## src/rtl/pipe_hazard_ctrl.sv

```systemverilog
// Decode-stage hazard controller: a 3-deep destination scoreboard stalls
// dependent instructions, redirects squash fetch/decode, and sys drains to halt.
module pipe_hazard_ctrl (
  input  logic        clk,
  input  logic        reset,
  input  logic        dec_valid,
  input  logic        dec_writes,
  input  logic [3:0]  dec_dst,
  input  logic [3:0]  dec_src,
  input  logic        dec_src_is_reg,
  input  logic        dec_reads_dst,
  input  logic        dec_is_sys,
  input  logic        wb_redirect,
  output logic        stall,
  output logic        squash,
  output logic        issue,
  output logic        halt,
  output logic [15:0] stall_cnt
);

  typedef enum logic [1:0] {RUN, DRAIN, HALTED} state_t;
  typedef struct packed {
    logic       vld;
    logic [3:0] dst;
  } sb_ent_t;

  // sb[0] = execute, sb[1] = writeback, sb[2] = retire
  sb_ent_t [2:0] sb_q, sb_d;
  state_t        state_q, state_d;
  logic [1:0]    sq_cnt_q, sq_cnt_d;
  logic [1:0]    drn_cnt_q, drn_cnt_d;
  logic [15:0]   stall_cnt_q, stall_cnt_d;
  logic [2:0]    hit;
  logic          hazard, run, redirect;

  always_comb begin
    hit = '0;
    for (int k = 0; k < 3; k++) begin
      hit[k] = sb_q[k].vld &
               ((dec_src_is_reg & (sb_q[k].dst == dec_src)) |
                (dec_reads_dst  & (sb_q[k].dst == dec_dst)));
    end
  end

  assign hazard   = dec_valid & (|hit);
  assign run      = (state_q == RUN);
  // A halted core ignores redirects entirely.
  assign redirect = wb_redirect & (state_q != HALTED);

  assign squash    = (sq_cnt_q != 2'd0);
  assign halt      = (state_q == HALTED);
  // Gated by reset so decode inputs cannot leak through while reset is held.
  assign stall     = ~reset & ((run & hazard & ~squash) | halt);
  assign issue     = ~reset & run & dec_valid & ~stall & ~squash;
  assign stall_cnt = stall_cnt_q;

  always_comb begin
    sb_d[2]     = sb_q[1];
    sb_d[1]     = sb_q[0];
    sb_d[0].vld = issue & dec_writes;
    sb_d[0].dst = dec_dst;
    // The execute-stage instruction is younger than the redirect: kill it.
    if (redirect) begin
      sb_d[1].vld = 1'b0;
      sb_d[0].vld = 1'b0;
    end

    if (redirect)    sq_cnt_d = 2'd2;
    else if (squash) sq_cnt_d = sq_cnt_q - 2'd1;
    else             sq_cnt_d = 2'd0;

    if (stall && (stall_cnt_q != 16'hFFFF)) stall_cnt_d = stall_cnt_q + 16'd1;
    else                                    stall_cnt_d = stall_cnt_q;
  end

  always_comb begin
    state_d   = state_q;
    drn_cnt_d = drn_cnt_q;
    case (state_q)
      RUN: begin
        if (issue && dec_is_sys) begin
          state_d   = DRAIN;
          drn_cnt_d = 2'd3;
        end
      end
      DRAIN: begin
        if (wb_redirect) begin
          state_d   = RUN;
          drn_cnt_d = 2'd0;
        end else begin
          drn_cnt_d = drn_cnt_q - 2'd1;
          if (drn_cnt_q <= 2'd1) begin
            state_d   = HALTED;
            drn_cnt_d = 2'd0;
          end
        end
      end
      HALTED:  state_d = HALTED;
      default: state_d = RUN;
    endcase
  end

  always_ff @(posedge clk or posedge reset) begin
    if (reset) begin
      sb_q        <= '0;
      state_q     <= RUN;
      sq_cnt_q    <= 2'd0;
      drn_cnt_q   <= 2'd0;
      stall_cnt_q <= 16'd0;
    end else begin
      sb_q        <= sb_d;
      state_q     <= state_d;
      sq_cnt_q    <= sq_cnt_d;
      drn_cnt_q   <= drn_cnt_d;
      stall_cnt_q <= stall_cnt_d;
    end
  end

endmodule

```

## config.mk

```make
export PLATFORM = sky130hd
export DESIGN_NAME = pipe_hazard_ctrl
export DESIGN_NICKNAME = d
export VERILOG_FILES = /design/src/rtl/pipe_hazard_ctrl.sv
export SDC_FILE = /design/constraint.sdc
export NUM_CORES = 1
export LEC_CHECK = 0
export ABC_AREA = 1
export ABC_CLOCK_PERIOD_IN_PS = 2620
export CAP_MARGIN = 10
export CORE_UTILIZATION = 45
export CTS_CLUSTER_DIAMETER = 50
export CTS_CLUSTER_SIZE = 24
export DETAILED_ROUTE_END_ITERATION = 6
export PLACE_DENSITY = 0.69
export SLEW_MARGIN = 20
export SYNTH_ARGS = -nofsm -noshare
export SYNTH_HDL_FRONTEND = slang
export SYNTH_SLANG_ARGS = --single-unit
```

## constraint.sdc

```tcl
create_clock -name clk -period 2.62 [get_ports clk]
set_clock_uncertainty 0.2 [all_clocks]
set_input_delay 0.262 -clock clk [delete_from_list [all_inputs] [get_ports clk]]
set_output_delay 0.262 -clock clk [all_outputs]
set_load 0.02 [all_outputs]
```

==> results.json <==
{
  "finalHoldViolCount": 0,
  "rsz0062_at_grt": "false",
  "area_delta_synth_final_pct": 25.52,
  "n_antenna_cell": 0,
  "crit_top_cell": "nand2_1",
  "grt_pass1_vias": 1782,
  "cp_cell_sequence": "clkdlybuf4s50_1, inv_1, nand2_1, nand2_1, nor2_1, nand3_1, nand2_1, nand2_1, nand3_1, nand2_1, nand2_1, nand2_1, inv_1, clkdlybuf4s15_1",
  "finalCriticalPeriod_ns": 2.436,
  "port_buffers": 35,
  "min_path_type": "in2reg",
  "yosysUniqueCellTypes": 20,
  "post-route-period-util": 0.9296,
  "violations": "DRC",
  "cp.arrival_ns": 1.97,
  "p_int_uw": 1004,
  "num_vias": 1833,
  "yosysMostFrequentCell": "nand2_1",
  "clock_path_buffers": 2,
  "cts_num_sinks": 37,
  "p_seq_frac": 0.464,
  "drt_iter0_markers": 47,
  "rows": 24,
  "peakVddDrop_mv": 0.4486,
  "clock-root-buffer": "clkbuf_8",
  "clkLatencyLatePin_ns": 0.29,
  "vias_per_cell": 4.700,
  "setup_tns_ns": 0,
  "end_kind": "output pin",
  "clkTransAtPathRegs_ns": 0.07,
  "crit_type": "in2out",
  "cts_tree": "yes",
  "drt-pass1-iter-count": 7,
  "grt_use_total": 0.1979,
  "grt.overflow.total": 0,
  "synth_flop_cell": "dfrtp_1",
  "wl_per_cell_um": 10.98,
  "crit_slowest_cell": "clkdlybuf4s50_1",
  "finalNetCount": 355,
  "yosys_register_bits": 37,
  "syn_inst": 291,
  "yosysTopAreaCell": "dfrtp_1",
  "cts_max_level": 2,
  "place_hpwl_um": 3390,
  "place_congestion": 0.8972,
  "grt_first_pass_wirelength_um": 7797,
  "swShare": 0.3127,
  "die_area_um2": 5063,
  "synth_edf_count": 0,
  "synth_area_per_cell_um2": 7.395,
  "synth_top_area_frac": 0.4302,
  "slew_headroom": 0.7744,
  "cts_inserted_buffers": 5,
  "p_comb_frac": 0.262,
  "crit_fanout": 4,
  "core_area_um2": 4474,
  "drv_slew": 0,
  "drive_above_1_share": 0.09467,
  "synth_fp_nets": 308,
  "outcome": "finished, violations left",
  "max_clock_freq_mhz": 410.6,
  "ioPinCount": 36,
  "switching_power_uw": 456.7,
  "grt_antenna_before_repair": 0,
  "synth_area_leaders": "dfrtp_1, nand2_1, inv_1",
  "cap_violations": 0,
  "worstMarginPinSlew_ns": 0.3352,
  "routed_wl_um": 4284,
  "netlist_top_cells_count": "nand2_1, inv_1, nor2_1",
  "async_flop_share": 1.000,
  "remaining_drc_errors": 2,
  "p_leak_uw": 0.001336,
  "yosys_warnings": 0,
  "grt_max_degree": 25,
  "synth_seq_area_share": 0.4302,
  "crit_required_ns": 2.16,
  "synth_area_um2": 2152,
  "finalSetupViolCount": 0,
  "finish.utilization": 0.6037,
  "fp.dieW_um": 71.16,
  "pwr_density_cell_nw_per_um2": 540.6,
  "ant_nets": 0,
  "crit_path_start_kind": "primary input",
  "die_h_um": 71.16,
  "initial_core_util": 0.4810,
  "cpPeakStageDelay_ns": 0.52,
  "p_clk_frac": 0.274
}
sequential cells by signal (all words and copies together), names as in the netlist:
register,flops
sb_q,6
stall_cnt,16
drn_cnt_q,2
sq_cnt_q,2
state_q,2
sb_d,9
repair_timing:
action / CTS / global route
setup buffers: 0 / 0
setup endpoints to repair: 2 / 2
hold buffers: 1 / 0
gates resized for setup: 3 / 2
hold endpoints to repair: 2 / 0
power groups by stage:
stage | logic, µW | clock network (µW) | registers [µW]
6_report | 382 | 400 | 678
4_1_cts | 389 | 418 | 678
3_3_place_gp | 380 | 0 | 688
5_1_grt | 431 | 441 | 686
2_1_floorplan | 196 | 0 | 722
3_5_place_dp | 385 | 0 | 687
metrics by stage:
step | total power, µW | std cells | setup slack [ns] | instance area, µm² | hold slack [ns]
3_3_place_gp | 1068 | 382 | -0.09866 | 2608 | 0.1679
4_1_cts | 1485 | 390 | 0.1649 | 2700 | 0.1359
6_report | 1460 | 390 | 0.1843 | 2701 | 0.1405
2_1_floorplan | 918.1 | 291 | 0.4703 | 2152 | 0.09343
3_5_place_dp | 1072 | 382 | -0.1206 | 2608 | 0.1708
5_1_grt | 1559 | 390 | 0.009061 | 2701 | 0.1369
path summary, 6_finish.rpt:
path,endpoint,cells past startpoint,slack (ns),startpoint
max,stall,14,0.18,dec_dst[1]
min,sb_d[5],1,0.14,dec_dst[0]
max reg2reg,stall_cnt[5],9,0.28,stall_cnt[0]
min reg2reg,sb_q[14],0,0.18,sb_d[14]
max in group asynchronous,sq_cnt_q[1],4,1.09,reset
min in group asynchronous,stall_cnt[11],3,0.57,reset
per-layer routing:
metal | GRT usage | up-vias | part of all wire
li1 | - | 968 | -
met1 | 0.2571 | 829 | 0.47
met2 | 0.3217 | 29 | 0.47
met3 | 0.04416 | 7 | 0.039
met4 | 0.07778 | 0 | 0.018
met5 | 0 | - | 0
logic make-up after synthesis:
logic type | count (synthesis) | synth area share
simple gates | 157 | 0.2971
fa+ha+maj | 1 | 0.005813
compound gates | 19 | 0.07151
flops | 37 | 0.4302
xor+xnor | 21 | 0.08547
buf+inv | 56 | 0.1099
critical path: cells and delay by family:
kind                   cells  cell delay (ns)
and+or+nand+nor           10             0.75
buffers and inverters      4             0.96
cell type report:
cell class	instances	area [µm²]
clock buffer	7	86.33
timing repair buffer	43	435.4
inverter	53	198.9
sequential	37	925.9
multi-input combinational	198	989.7
fill	418	1773
tap	52	65.06
cell usage in the layout (no fill, tap or decap):
master,n
buf_12,2
buf_4,5
clkbuf_1,1
clkbuf_8,6
clkdlybuf4s15_1,1
clkdlybuf4s50_1,32
dfrtp_1,37
dlygate4sd2_1,2
dlygate4sd3_1,1
ha_1,1
inv_1,51
inv_2,2
nand2_1,89
nand3_1,20
nand3_2,1
nand4_1,2
nor2_1,38
nor2_2,1
nor3_1,4
nor4_1,1
o21ai_0,2
o21ai_1,1
o21ai_2,15
o31ai_1,1
or4_1,1
xnor2_1,13
xor2_1,8
Power figures use the tool's default switching activity.
